<file path="src/rtl/combo_lock_param.sv">
// Parametrised keypad combination lock.
// Ten one-hot key lines enter BCD digits into a shifting entry register; a
// user-programmable code gates the unlock output. Failed entries are counted
// and lead to a timed lockout; an idle unlocked lock relocks on its own.
module combo_lock_param #(
    parameter int DIGITS         = 4,
    parameter int MAX_TRIES      = 3,
    parameter int LOCKOUT_CYCLES = 1000,
    parameter int RELOCK_CYCLES  = 5000
) (
    input  logic                             clk,
    input  logic                             hard_rst_n,
    input  logic [9:0]                       keypad,
    input  logic                             enter,
    input  logic                             clr,
    input  logic                             prog,
    output logic                             unlock,
    output logic                             incorrect,
    output logic                             locked_out,
    output logic [$clog2(MAX_TRIES+1)-1:0]   fail_count,
    output logic [$clog2(DIGITS+1)-1:0]      digit_count,
    output logic [4*DIGITS-1:0]              try_monitor,
    output logic [1:0]                       state_monitor
);

    localparam int CW   = 4 * DIGITS;
    localparam int FW   = $clog2(MAX_TRIES + 1);
    localparam int DW   = $clog2(DIGITS + 1);
    localparam int TMAX = (LOCKOUT_CYCLES > RELOCK_CYCLES) ? LOCKOUT_CYCLES : RELOCK_CYCLES;
    localparam int TW   = $clog2(TMAX + 1);

    typedef enum logic [1:0] {
        ST_LOCKED   = 2'b00,
        ST_UNLOCKED = 2'b01,
        ST_PROG     = 2'b10,
        ST_LOCKOUT  = 2'b11
    } state_t;

    state_t          state_reg, state_next;
    logic [CW-1:0]   pw_reg, pw_next;
    logic [CW-1:0]   try_reg, try_next;
    logic [DW-1:0]   digit_count_reg, digit_count_next;
    logic [FW-1:0]   fail_count_reg, fail_count_next;
    logic [TW-1:0]   timer_reg, timer_next;
    logic            unlock_reg, incorrect_reg, incorrect_next, locked_out_reg;

    // Input sample history for edge detection
    logic [9:0]      key_cur_reg, key_prev_reg;
    logic            enter_cur_reg, enter_prev_reg;
    logic            clr_cur_reg, clr_prev_reg;
    logic            prog_cur_reg, prog_prev_reg;

    logic            press_evt, enter_rise, clr_rise, prog_rise;
    logic            enter_evt, prog_evt, press_act;
    logic [3:0]      key_bcd;
    logic [3:0]      key_terms [10];
    logic [CW-1:0]   try_shift;
    logic [DW-1:0]   digit_inc;
    logic [FW-1:0]   fail_inc;
    logic [TW-1:0]   timer_inc;
    logic            entry_full;

    // A press is a single key appearing after an all-released sample, so held
    // keys and chords never register as digits.
    assign press_evt  = $onehot(key_cur_reg) && (key_prev_reg == 10'd0);
    assign enter_rise = enter_cur_reg & ~enter_prev_reg;
    assign clr_rise   = clr_cur_reg & ~clr_prev_reg;
    assign prog_rise  = prog_cur_reg & ~prog_prev_reg;

    // Same-cycle priority: clr beats enter beats prog beats a digit press
    assign enter_evt  = enter_rise & ~clr_rise;
    assign prog_evt   = prog_rise & ~clr_rise & ~enter_rise;
    assign press_act  = press_evt & ~clr_rise & ~enter_rise & ~prog_rise;

    // One-hot to BCD: each key line contributes its own index
    generate
        for (genvar gi = 0; gi < 10; gi++) begin : g_key_term
            assign key_terms[gi] = key_cur_reg[gi] ? 4'(gi) : 4'd0;
        end
    endgenerate

    // OR-reduce the per-key terms into the pressed digit
    always_comb begin
        key_bcd = 4'd0;
        for (int i = 0; i < 10; i++) begin
            key_bcd = key_bcd | key_terms[i];
        end
    end

    // New digit enters at the bottom; the oldest digit falls off the top
    generate
        if (DIGITS == 1) begin : g_shift_one
            assign try_shift = key_bcd;
        end else begin : g_shift_many
            assign try_shift = {try_reg[CW-5:0], key_bcd};
        end
    endgenerate

    assign entry_full = (digit_count_reg == DW'(DIGITS));
    assign digit_inc  = entry_full ? digit_count_reg : digit_count_reg + 1'b1;
    assign fail_inc   = fail_count_reg + 1'b1;
    assign timer_inc  = (timer_reg == TW'(TMAX)) ? timer_reg : timer_reg + 1'b1;

    // Next-state and datapath update for the lock FSM
    always_comb begin
        state_next       = state_reg;
        pw_next          = pw_reg;
        try_next         = try_reg;
        digit_count_next = digit_count_reg;
        fail_count_next  = fail_count_reg;
        timer_next       = '0;
        incorrect_next   = 1'b0;
        case (state_reg)
            ST_LOCKED: begin
                if (clr_rise) begin
                    try_next         = '0;
                    digit_count_next = '0;
                end else if (enter_evt) begin
                    if (entry_full && (try_reg == pw_reg)) begin
                        state_next      = ST_UNLOCKED;
                        fail_count_next = '0;
                    end else begin
                        incorrect_next   = 1'b1;
                        try_next         = '0;
                        digit_count_next = '0;
                        fail_count_next  = fail_inc;
                        if (fail_inc == FW'(MAX_TRIES)) begin
                            state_next = ST_LOCKOUT;
                        end
                    end
                end else if (press_act) begin
                    try_next         = try_shift;
                    digit_count_next = digit_inc;
                end
            end
            ST_UNLOCKED: begin
                // Any user activity restarts the idle timer
                if (clr_rise) begin
                    timer_next = '0;
                end else if (enter_evt) begin
                    state_next       = ST_LOCKED;
                    try_next         = '0;
                    digit_count_next = '0;
                end else if (prog_evt) begin
                    state_next       = ST_PROG;
                    try_next         = '0;
                    digit_count_next = '0;
                end else if (press_evt) begin
                    timer_next = '0;
                end else if ((RELOCK_CYCLES != 0) && (timer_reg == TW'(RELOCK_CYCLES - 1))) begin
                    state_next       = ST_LOCKED;
                    try_next         = '0;
                    digit_count_next = '0;
                end else begin
                    timer_next = timer_inc;
                end
            end
            ST_PROG: begin
                // The old code remains in force until a full entry is committed
                if (clr_rise) begin
                    try_next         = '0;
                    digit_count_next = '0;
                end else if (enter_evt) begin
                    if (entry_full) begin
                        pw_next          = try_reg;
                        state_next       = ST_LOCKED;
                        try_next         = '0;
                        digit_count_next = '0;
                    end
                end else if (press_act) begin
                    try_next         = try_shift;
                    digit_count_next = digit_inc;
                end
            end
            ST_LOCKOUT: begin
                if (timer_reg == TW'(LOCKOUT_CYCLES - 1)) begin
                    state_next       = ST_LOCKED;
                    fail_count_next  = '0;
                    try_next         = '0;
                    digit_count_next = '0;
                end else begin
                    timer_next = timer_inc;
                end
            end
            default: begin
                state_next = ST_LOCKED;
            end
        endcase
    end

    // State, datapath, input history and registered outputs
    always_ff @(posedge clk or negedge hard_rst_n) begin
        if (!hard_rst_n) begin
            state_reg       <= ST_LOCKED;
            pw_reg          <= '0;
            try_reg         <= '0;
            digit_count_reg <= '0;
            fail_count_reg  <= '0;
            timer_reg       <= '0;
            key_cur_reg     <= '0;
            key_prev_reg    <= '0;
            enter_cur_reg   <= 1'b0;
            enter_prev_reg  <= 1'b0;
            clr_cur_reg     <= 1'b0;
            clr_prev_reg    <= 1'b0;
            prog_cur_reg    <= 1'b0;
            prog_prev_reg   <= 1'b0;
            unlock_reg      <= 1'b0;
            incorrect_reg   <= 1'b0;
            locked_out_reg  <= 1'b0;
        end else begin
            state_reg       <= state_next;
            pw_reg          <= pw_next;
            try_reg         <= try_next;
            digit_count_reg <= digit_count_next;
            fail_count_reg  <= fail_count_next;
            timer_reg       <= timer_next;
            key_cur_reg     <= keypad;
            key_prev_reg    <= key_cur_reg;
            enter_cur_reg   <= enter;
            enter_prev_reg  <= enter_cur_reg;
            clr_cur_reg     <= clr;
            clr_prev_reg    <= clr_cur_reg;
            prog_cur_reg    <= prog;
            prog_prev_reg   <= prog_cur_reg;
            unlock_reg      <= (state_next == ST_UNLOCKED) || (state_next == ST_PROG);
            incorrect_reg   <= incorrect_next;
            locked_out_reg  <= (state_next == ST_LOCKOUT);
        end
    end

    assign unlock        = unlock_reg;
    assign incorrect     = incorrect_reg;
    assign locked_out    = locked_out_reg;
    assign fail_count    = fail_count_reg;
    assign digit_count   = digit_count_reg;
    assign try_monitor   = try_reg;
    assign state_monitor = state_reg;

endmodule
</file>
<file path="config.mk">
export PLATFORM = sky130hd
export DESIGN_NAME = combo_lock_param
export DESIGN_NICKNAME = d
export VERILOG_FILES = /design/src/rtl/combo_lock_param.sv
export SDC_FILE = /design/constraint.sdc
export NUM_CORES = 1
export LEC_CHECK = 0
export ABC_AREA = 1
export CORE_MARGIN = 2
export CORE_UTILIZATION = 50
export CTS_BUF_LIST = sky130_fd_sc_hd__clkbuf_2
export DETAILED_ROUTE_END_ITERATION = 16
export GPL_TIMING_DRIVEN = 0
export PLACE_DENSITY = 0.7
export REMOVE_ABC_BUFFERS = 1
export SYNTH_ARGS = -nofsm -noshare
export SYNTH_HDL_FRONTEND = slang
export SYNTH_SLANG_ARGS = --single-unit
</file>
<file path="constraint.sdc">
create_clock -name clk -period 7 [get_ports clk]
set_input_delay 1.4 -clock clk [delete_from_list [all_inputs] [get_ports clk]]
set_output_delay 1.4 -clock clk [all_outputs]
set_load 0.02 [all_outputs]
</file>
=== Word-level counts from Yosys, hierarchy flattened ===
Index checks and enable logic that the tools add are counted.

* Register bits: 81
* Output and inout bits: 26
* Bits of input ports: 15

* Reductions and logical operators: 9
* Bitwise logic cells: 23
* Mux-type cells: 69
* Equal/unequal tests: 21
* Add/subtract/negate cells: 12

{| class="wikitable"
|+ Operators by type and width
! cell !! count
|-
| $mux 16 || 13
|-
| $mux 13 || 7
|-
| $pmux 16 s4 || 1
|-
| $mux 3 || 18
|-
| $mux 2 || 19
|-
| $eq 13x13->1 const B || 2
|-
| $pmux 13 s2 || 1
|-
| $eq 16x16->1 || 1
|-
| $ne 4x4->1 const B || 4
|-
| $add 13x1->13 const B || 1
|-
| $eq 13x10->1 const B || 1
|-
| $pmux 3 s4 || 1
|-
| $add 1x1->2 || 5
|-
| $eq 2x2->1 const B || 5
|-
| $logic_not 10->1 || 1
|-
| $and 1x1->1 || 9
|-
| $or 3x3->3 || 3
|-
| $mux 4 || 2
|-
| $ne 2x2->1 const B || 4
|-
| $pmux 2 s4 || 1
|-
| $reduce_and 4->1 || 2
|-
| $add 2x2->3 || 2
|-
| $not 1->1 || 6
|-
| $reduce_and 6->1 || 1
|-
| other kinds (18) || 24
|}

=== Logic depth before layout (Yosys ltp) ===
Gate-level depths: netlist of the first run.

* Depth in word-level cells: 13
* Gate-level depth with buffers: 20
* Mapped depth without buffers: 19

=== Worst setup path before layout of the first run ===
No wires, ideal clock.

* Path type: register to register
* Start: reg key_cur_reg[0]
* End: reg try_reg[10], in the netlist try_monitor[10]
* Data arrival time: 3.578 ns
* Path slack: 3.305 ns
* Library setup time: 0.117 ns
* Path buffers: 1
* Period minus slack after synthesis: 3.695 ns
* Cell stages (with the launch flop): 21
* Cells stage by stage: dfrtp_1 > fa_1 > fa_1 > inv_1 > fa_1 > inv_1 > ha_1 > inv_1 > fa_1 > nand2_1 > inv_1 > nand2_1 > nor2_1 > nand4_1 > nand2_1 > nand2_1 > nor2_8 > nand3_4 > buf_6 > nand2_1 > nand2_1

* Cells in the longest elaborated chain, start to end: 13
* Elaborated cells on any way between the ends: 17
* Classes of those cells: 4 x add/sub; 2 x eq/ne; 6 x mux; 3 x bitwise; 2 x reduce/logical

{| class="wikitable"
|+ Ends and longest elaborated chain
! item !! RTL line !! source
|-
| start, declared || 48 || <nowiki>logic [9:0] key_cur_reg, key_prev_reg;</nowiki>
|-
| start signal, assigned || 218 || <nowiki>key_cur_reg <= keypad;</nowiki>
|-
| $add 1x1->2 (implied by the code) * || 65 || <nowiki>assign press_evt = $onehot(key_cur_reg) && (key_prev_reg == 10'd0);</nowiki>
|-
| $add 2x2->3 (implied by the code) * || 65 ||
|-
| $add 3x3->4 (implied by the code) * || 65 ||
|-
| $add 4x2->4 (implied by the code) * || 65 ||
|-
| $eq 4x1->1 * || 65 ||
|-
| $logic_and 1x1->1 * || 65 ||
|-
| $and 1x1->1 (3 in a row) || 73 || <nowiki>assign press_act = press_evt & ~clr_rise & ~enter_rise & ~prog_rise;</nowiki>
|-
| $mux 16 || n/a ||
|-
| $mux 16 (on tied branches) (2 in a row) || n/a ||
|-
| $pmux 16 s4 || n/a ||
|-
| end signal, assigned || 214 || <nowiki>try_reg <= try_next;</nowiki>
|-
| end, declared || 41 || <nowiki>logic [CW-1:0] try_reg, try_next;</nowiki>
|}

Mark *: on every way between the ends. The rest lies on a longest branch, timed or not.
A chain may end at the register's enable or synchronous reset.

=== Worst setup path after layout of the first run ===
* Start: reg key_cur_reg[5]
* End: reg try_reg[6], in the netlist try_monitor[6]

The elaborated chain is that of the path after synthesis.

==> flow_summary.toml, run 1 <==
[timing]
slew_violations = 0
worst-slew-pin-transition_ps = 1010
finalSetupTns_ps = 0
finalCritPeriodShare = 0.593
hold_viol = 0
slew_headroom = 0.324
clock.fmax_mhz = 241
rsz0062_at_grt = "no"
finClkSkew_ps = 25.5
setup_violations = 0
fin_crit_ps = 4150

[placed_design]
place_congestion = 0.898
io_buffers = 40
hpwl_mm = 5.75
placed_area_sq_um = 4620
placed_cells = 637

[grt]
grt_util_met3 = 0.0415
grt_pass1_wl_mm = 13.8
grt_overflow_total = 0
grt_use_total = 0.197
grtUsageMet2 = 0.324
grt_max_degree = 48
use_met1 = 0.258
first_global_vias = 3093
antenna_found_initial = 0
top_usage_layer = "met2"

[synth]
synth_top_family_by_area = "simple AND/OR/NAND/NOR gates"
synth_seq_cells = 81
yosys_warnings = 0
avgSynthCellArea_sq_um = 8.23
yosysUniqueCellTypes = 38
async_flop_share = 1.00
synth_area_sq_um = 4110
synth_xor_area_frac = 0.0341
ys_seq_area_frac = 0.494
ys.flop_type = "dfrtp_1"
synthSimpleGateAreaFrac = 0.293
synth_edf_count = 0
synth_cells = 499
muxShareOfSynthArea = 0.00792
synth_compound_area_frac = 0.0402
synth_adder_area_share = 0.0536

[cts]
cts_resized = 0
path_clk_slew_ps = 230
cts-root-buf = "clkbuf_2"
clk_latency_ps = 530
cts_tree = "done"
post_cts_buffers = 0
cts_made_buffers = 9
cts.sinks = 81
cts_max_level = 3
cts.path.max_buffers = 2
cts_hold_buf = 0

[worst_setup_path]
required_ps = 7430
slowest_stage = "fa_1"
max_stage_delay_ps = 500
rr_endpoint = "try_monitor[6]$_DFFE_PN0P_"
start_kind = "flop"
crit_chain = "fa_1 -> fa_1 -> inv_1 -> fa_1 -> inv_1 -> ha_1 -> inv_1 -> fa_1 -> nand2_1 -> inv_1 -> nand2_1 -> nor2_1 -> nand4_1 -> nand2_1 -> nand2_1 -> nor2_8 -> nand3_4 -> nand2_1 -> nand2_1"
cp_num_buf_inv = 4
cp_max_fo = 17
path_common_cell = "nand2_1"
crit_path_end_kind = "flop"
rr_worst_depth = 19
cp_top_family = "adder cells"
arrival_ps = 4580
r2r_setup_slack_ps = 2850
worstSetupPathType = "flop to flop"
regToRegStartpoint = "key_cur_reg[5]$_DFF_PN0_"

[finish]
layout_commonest_cell = "nand2_1"
nNetsFinal = 572
design_area_sq_um = 4730
syn_to_final_growth_pct = 15.3
fill_cells = 767
layout-drive-gt1-share = 0.0584
diodes = 0
mostFrequentLayoutCells = "nand2_1, nor2_1, dfrtp_1"
fin_cells = 653

[min_path]
hp-class = "flop to flop"
holdPathEnd = "enter_prev_reg$_DFF_PN0_"
hold_depth = 0
hold_path.startpoint = "enter_cur_reg$_DFF_PN0_"

[route]
dr.pass1.iters = 4
vias_per_cell = 4.97
drcViolationCount = 0
vias = 3247
drt_iter0_drc = 218
avgRoutedWirePerCell_um = 12.3
postRouteAntennaNets = 0
routed_wl_mm = 8.01

[power]
max-vdd-ir-drop_mv = 0.130
total_power_mw = 1.53
power_density_nw_per_um2 = 322
p_leak_nw = 2.32

[floorplanning]
die_w_um = 94.6
die-area_sq_um = 8950
rows = 33
ios = 41
dieHeight_um = 94.6
core_area_sq_um = 8090
initial_core_util = 0.507

[job]
maxCapViolCount = 0

[run_status]
status = "finished clean"
-- metrics by stage --
| step | hold slack (ps) | worst slack, ps | utilization |
|---|---|---|---|
| final | 412 | 2850 | 0.585 |
| after global routing | 423 | 2540 | 0.585 |
| after CTS | 411 | 2800 | 0.585 |
| after detailed placement | 365 | 2840 | 0.571 |
| after global placement | 359 | 1710 | 0.568 |
| after floorplan | 354 | 3290 | - |
-- where the power goes --
group          leakage (nW)  switching (mW)  internal, mW
logic                  1.21           0.394         0.260
registers              1.05          0.0758         0.546
clock network        0.0655           0.168        0.0816
total                  2.32           0.637         0.888
-- cell families (layout without fill, tap and decap cells) --
logic type               Yosys count  count (layout)
flip-flops                        81              81
AO/OA/AOI/OAI                     28              28
AND/OR/NAND/NOR                  276             276
XOR/XNOR                          16              16
buffers and inverters             81             130
multiplexers                       3               3
adder cells (fa/ha/maj)           14              14
-- per-layer routing --
layer  share of wire  routed length, um  up-vias
met2            0.48               3850       91
li1                -                  -     1633
met4           0.010                 81        0
met3           0.056                450       10
met5               0                  0        -
met1            0.45               3620     1513
-- synth_stat cells (2+ instances only) --
cell type	count	area share
a21oi_1	4	0.0049
mux2_2	2	0.0055
dfrtp_1	81	0.49
nand2_2	2	0.0030
ha_1	8	0.024
xor2_1	9	0.019
inv_2	2	0.0018
o21ai_0	18	0.022
nor3_1	8	0.0098
nor2_1	81	0.074
fa_1	6	0.029
xnor2_1	7	0.015
nand3b_1	3	0.0055
nand4_1	10	0.015
nand2_1	123	0.11
buf_2	2	0.0024
nor3b_1	3	0.0055
nand3_1	38	0.046
inv_1	70	0.064
clkbuf_1	4	0.0037
-- worst max-delay path by stage --
stage                             start                     endpoint  slack [ps]  depth (start not counted)
2_1_floorplan  key_cur_reg[0]$_DFF_PN0_   try_monitor[0]$_DFFE_PN0P_        3290                         19
3_3_place_gp                 hard_rst_n       timer_reg[1]$_DFF_PN0_        1710                          1
3_5_place_dp   key_cur_reg[0]$_DFF_PN0_   try_monitor[4]$_DFFE_PN0P_        2840                         19
4_1_cts        key_cur_reg[5]$_DFF_PN0_   try_monitor[6]$_DFFE_PN0P_        2800                         19
5_1_grt        key_cur_reg[5]$_DFF_PN0_  try_monitor[10]$_DFFE_PN0P_        2540                         19
6_report       key_cur_reg[5]$_DFF_PN0_   try_monitor[6]$_DFFE_PN0P_        2850                         19
-- cell type report --
type	count	area [sq um]	area share
Timing Repair Buffer	41	425	0.0899
Sequential cell	81	2030	0.428
Multi-Input combinational cell	337	1760	0.372
Clock buffer	9	45.0	0.00951
Inverter	73	274	0.0579
Tap cell	105	131	0.0277
Clock inverter	7	71.3	0.0151
-- worst reg2reg max path: stages, from the launching register on --
cell,delay (ps)
dfrtp_1,470
fa_1,500
fa_1,490
inv_1,50
fa_1,430
inv_1,80
ha_1,150
inv_1,50
fa_1,490
nand2_1,50
inv_1,50
nand2_1,40
nor2_1,110
nand4_1,110
nand2_1,100
nand2_1,130
nor2_8,300
nand3_4,270
nand2_1,130
nand2_1,50
Note: power is estimated with default switching activity, not from simulation.
==> inputs of run 2 (changes only) <==
PLACE_DENSITY = 0.73   (was 0.7)
clock period = 3.4 ns   (was 7 ns; I/O delays follow)
==> run 2 against run 1 <==
  * Largest cell class unchanged
  * Worst hold slack got worse by 6.8 ps
  * First-iteration DRC count decreased by 25%
  * Sequential power grew 110%
  * The run now ends with setup timing left
==> flow_summary.toml, run 2 (synthesized netlist as in run 1, its figures left out) <==
[placed_design]
hpwl_mm = 5.74
placed_area_sq_um = 4620
pre_cts_ws_ps = -728
place_congestion = 0.842
io_buffers = 40

[timing]
clock.fmax_mhz = 256
worst-slew-pin-transition_ps = 1020
finalCritPeriodShare = 1.15
rsz0062_at_grt = "yes"
finalSetupTns_ps = -15520
setup_violations = 36
fin_ws_ps = -512
fin_crit_ps = 3910
hold_viol = 0
finClkSkew_ps = 28.9
slew_headroom = 0.316
slew_violations = 0

[floorplanning]
core_area_sq_um = 8090
ios = 41
rows = 33
initial_core_util = 0.507
die_w_um = 94.6
die-area_sq_um = 8950
dieHeight_um = 94.6

[cts]
cts_made_buffers = 9
cts_tree = "done"
cts.sinks = 81
cts_max_level = 3
path_clk_slew_ps = 210
clk_latency_ps = 540
cts.path.max_buffers = 2
cts-root-buf = "clkbuf_2"

[route]
avgRoutedWirePerCell_um = 12.7
drcViolationCount = 0
dr.pass1.iters = 4
postRouteAntennaNets = 0
vias_per_cell = 4.99
routed_wl_mm = 8.48
vias = 3335
drt_iter0_drc = 164

[power]
switchingPower_mw = 1.42
p_clk_frac = 0.151
power.internal_mw = 1.96
switching_share = 0.419
max-vdd-ir-drop_mv = 0.225
combPwrFrac = 0.468
power_density_nw_per_um2 = 669
p_leak_nw = 2.43
seq_power_share = 0.381
total_power_mw = 3.38

[worst_setup_path]
crit_path_end_kind = "flop"
arrival_ps = 4370
cp_max_fo = 8
required_ps = 3860
worstSetupPathType = "flop to flop"
start_kind = "flop"

[grt]
grt_max_degree = 59
grt_overflow_total = 0
grt_use_total = 0.210
grt_pass1_wl_mm = 14.4
first_global_vias = 3174
antenna_found_initial = 0

[min_path]
hp-class = "flop to flop"

[finish]
layout_commonest_cell = "nand2_1"
mostFrequentLayoutCells = "nand2_1, dfrtp_1, inv_1"
layout-drive-gt1-share = 0.142
design_area_sq_um = 5050
register_area_sq_um = 2030
multi_input_area_sq_um = 1910
syn_to_final_growth_pct = 23.0
nNetsFinal = 587
fill_cells = 684
diodes = 0

[job]
maxCapViolCount = 0

[run_status]
status = "complete, but fails checks"
violations = "setup timing"
## run 2: cell type report
class / instances / share of cell area
repair buffers: 55 / 0.116
multi-input cells: 338 / 0.379
clock inverters: 7 / 0.0141
well taps: 105 / 0.0260
inverters: 73 / 0.0543
flip-flops and latches: 81 / 0.401
clock buffers: 9 / 0.00892
## run 2: through the flow
stage	hold slack, ps	cells	utilization
CTS	407	663	0.605
global route	421	668	0.624
finish	405	668	0.624
global placement	360	636	0.568
detailed placement	366	637	0.571
floorplan	354	491	-
## run 2: repair_timing
action	in CTS	in global routing
gates cloned	1	1
gates resized for setup	15	31
endpoints found under the setup margin	36	36
endpoints found under the hold margin	23	0
setup buffers	8	4
pin swaps	12	12
hold buffers	1	0
## run 2: worst max-delay path, cell delays in order (launching register included)
cell and delay, ps:
dfrtp_1 450, fa_1 500, fa_1 510, inv_1 50, fa_1 440, inv_1 70, ha_2 180, inv_2 40
fa_1 510, nand2_1 80, inv_1 60, nand2_1 60, nor2_2 120, nand4_1 110, nand2_2 110, nand2_4 70
nor2_8 170, nand3_4 170, nand2_2 110, nand2_1 50
## run 2: per-layer routing
metal	global-route usage	vias to the layer above	share of wire
met5	0	-	0
met1	0.266	1570	0.45
met2	0.352	72	0.50
li1	-	1678	-
met4	0.0966	0	0.022
met3	0.0367	15	0.034
## run 2: power by group through the flow
stage | Sequential, mW | Combinational, mW | Clock [mW]
after floorplan | 1.41 | 0.732 | 0
after CTS | 1.28 | 1.48 | 0.528
after global placement | 1.29 | 1.32 | 0
final | 1.29 | 1.58 | 0.510
after detailed placement | 1.30 | 1.35 | 0
after global routing | 1.31 | 1.76 | 0.586
## run 2: path summary, 6_finish.rpt
kind	cells after the start	start	slack (ps)	endpoint
worst max-delay path	19	key_cur_reg[0]$_DFF_PN0_	-510	try_monitor[10]$_DFFE_PN0P_
worst min-delay path	0	enter_cur_reg$_DFF_PN0_	400	enter_prev_reg$_DFF_PN0_
worst max register to register	19	key_cur_reg[0]$_DFF_PN0_	-510	try_monitor[10]$_DFFE_PN0P_
worst min register to register	0	enter_cur_reg$_DFF_PN0_	400	enter_prev_reg$_DFF_PN0_
max in group asynchronous	3	hard_rst_n	2260	timer_reg[3]$_DFF_PN0_
min in group asynchronous	2	hard_rst_n	530	try_monitor[11]$_DFFE_PN0P_
==> inputs of run 3 (changes only) <==
--- a/config.mk
+++ b/config.mk
@@ -8,2 +8,3 @@
 export ABC_AREA = 1
+export CORE_ASPECT_RATIO = 0.8
 export CORE_MARGIN = 2
==> constraint.sdc (replaced) <==
create_clock -name clk -period 3.4 [get_ports clk]
set_input_delay 1.02 -clock clk [delete_from_list [all_inputs] [get_ports clk]]
set_output_delay 1.02 -clock clk [all_outputs]
set_load 0.02 [all_outputs]
==> run 3 against run 2 <==
  * The flow still finishes with violations (setup timing)
  * Final cell count is 0.15% lower
  * Routed wire length is 3.8% higher
  * Die area hardly changed
  * Sequential power hardly changed
  * Largest power group unchanged
==> flow_summary.toml, run 3 (synthesized netlist as in run 1, its figures left out) <==
[run_status]
status = "complete, but fails checks"
violations = "setup timing"

[finish]
fill_cells = 680
mostFrequentLayoutCells = "nand2_1, dfrtp_1, nor2_1"
syn_to_final_growth_pct = 21.1
layout_commonest_cell = "nand2_1"
nNetsFinal = 583
layout-drive-gt1-share = 0.123
diodes = 0

[worst_setup_path]
worstSetupPathType = "flop to flop"
arrival_ps = 4310
required_ps = 3840
start_kind = "flop"
crit_path_end_kind = "flop"
cp_max_fo = 8

[route]
postRouteAntennaNets = 0
drt_iter0_drc = 223
routed_wl_mm = 8.79
avgRoutedWirePerCell_um = 13.2
dr.pass1.iters = 6
drcViolationCount = 0
vias = 3334
vias_per_cell = 5.00

[timing]
finalSetupTns_ps = -13090
worst-slew-pin-transition_ps = 1010
finClkSkew_ps = 29.4
hold_viol = 0
clock.fmax_mhz = 258
fin_crit_ps = 3870
slew_headroom = 0.322
finalCritPeriodShare = 1.14
setup_violations = 36
rsz0062_at_grt = "yes"
fin_ws_ps = -474
slew_violations = 0

[grt]
grt_max_degree = 47
first_global_vias = 3147
antenna_found_initial = 0
grt_pass1_wl_mm = 14.8
grt_use_total = 0.211
grt_overflow_total = 0

[power]
max-vdd-ir-drop_mv = 0.337
power_density_nw_per_um2 = 670
switchingPower_mw = 1.39
seq_power_share = 0.390
p_leak_nw = 2.42
power.internal_mw = 1.94
switching_share = 0.417
p_clk_frac = 0.146
combPwrFrac = 0.465

[floorplanning]
die_w_um = 105
core_area_sq_um = 7950
ios = 41
die-area_sq_um = 8960
dieHeight_um = 85.0
initial_core_util = 0.517
rows = 29

[min_path]
hp-class = "flop to flop"

[placed_design]
hpwl_mm = 6.02
io_buffers = 40
pre_cts_ws_ps = -758
place_congestion = 0.829

[cts]
path_clk_slew_ps = 180
cts-root-buf = "clkbuf_2"
cts_tree = "done"
cts.path.max_buffers = 2
cts_made_buffers = 9
cts_max_level = 3
clk_latency_ps = 540
cts.sinks = 81

[job]
maxCapViolCount = 0
-- run 3: stage by stage --
step                      hold WS, ps  utilization  area (sq um)  power, mW  instances
after floorplan                   354            -          4060       2.15        491
after global placement            364        0.578          4600       2.63        639
after detailed placement          370        0.582          4620       2.67        640
after CTS                         391        0.620          4930       3.31        666
after global routing              378        0.626          4970       3.58        667
final                             402        0.626          4970       3.33        667
-- run 3: what timing repair did --
action	4_1_cts	5_1_grt
cloned	1	0
setup endpoints to repair	36	36
pin swaps	17	15
gates resized for setup	25	13
setup buffers	9	1
hold buffers	0	0
-- run 3: path summary, 6_finish.rpt --
| check | startpoint | end | slack [ps] | cells past startpoint |
|---|---|---|---|---|
| worst min-delay path | enter_cur_reg$_DFF_PN0_ | enter_prev_reg$_DFF_PN0_ | 400 | 0 |
| worst max register to register | key_cur_reg[0]$_DFF_PN0_ | try_monitor[0]$_DFFE_PN0P_ | -470 | 19 |
| worst min register to register | enter_cur_reg$_DFF_PN0_ | enter_prev_reg$_DFF_PN0_ | 400 | 0 |
| max in group asynchronous | hard_rst_n | timer_reg[6]$_DFF_PN0_ | 2400 | 2 |
| min in group asynchronous | hard_rst_n | pw_reg[4]$_DFFE_PN0P_ | 410 | 1 |
| worst max-delay path | key_cur_reg[0]$_DFF_PN0_ | try_monitor[0]$_DFFE_PN0P_ | -470 | 19 |
-- run 3: power groups by stage --
| stage | clock network, mW | logic, mW | registers [mW] |
|---|---|---|---|
| 5_1_grt | 0.543 | 1.71 | 1.32 |
| 2_1_floorplan | 0 | 0.732 | 1.41 |
| 4_1_cts | 0.501 | 1.51 | 1.29 |
| 6_report | 0.486 | 1.55 | 1.30 |
| 3_5_place_dp | 0 | 1.35 | 1.31 |
| 3_3_place_gp | 0 | 1.33 | 1.30 |
-- run 3: area by class of cell --
| cell class | count | area [sq um] | area share |
|---|---|---|---|
| tap | 108 | 135 | 0.0272 |
| inverter | 73 | 274 | 0.0551 |
| clock inverter | 4 | 43.8 | 0.00881 |
| clock buffer | 12 | 60.1 | 0.0121 |
| multi-input combinational | 338 | 1890 | 0.379 |
| sequential | 81 | 2030 | 0.408 |
| timing repair buffer | 51 | 544 | 0.109 |
-- run 3: metal layers --
layer / vias up / global-route usage / routed length [um]
met5: - / 0 / 0
met3: 9 / 0.0699 / 543
met4: 0 / 0.0545 / 88
met1: 1562 / 0.299 / 4220
met2: 100 / 0.314 / 3950
li1: 1663 / - / -
-- run 3: worst max-delay path: stages, from the launching register on --
cell	delay, ps
dfrtp_1	440
fa_1	510
fa_1	530
inv_2	40
fa_1	450
inv_2	80
ha_4	130
inv_2	30
fa_1	490
nand2_1	60
inv_1	60
nand2_2	50
nor2_2	100
nand4_1	100
nand2_1	110
nand2_2	100
nor2_8	170
nand3_4	180
nand2_2	100
nand2_1	60
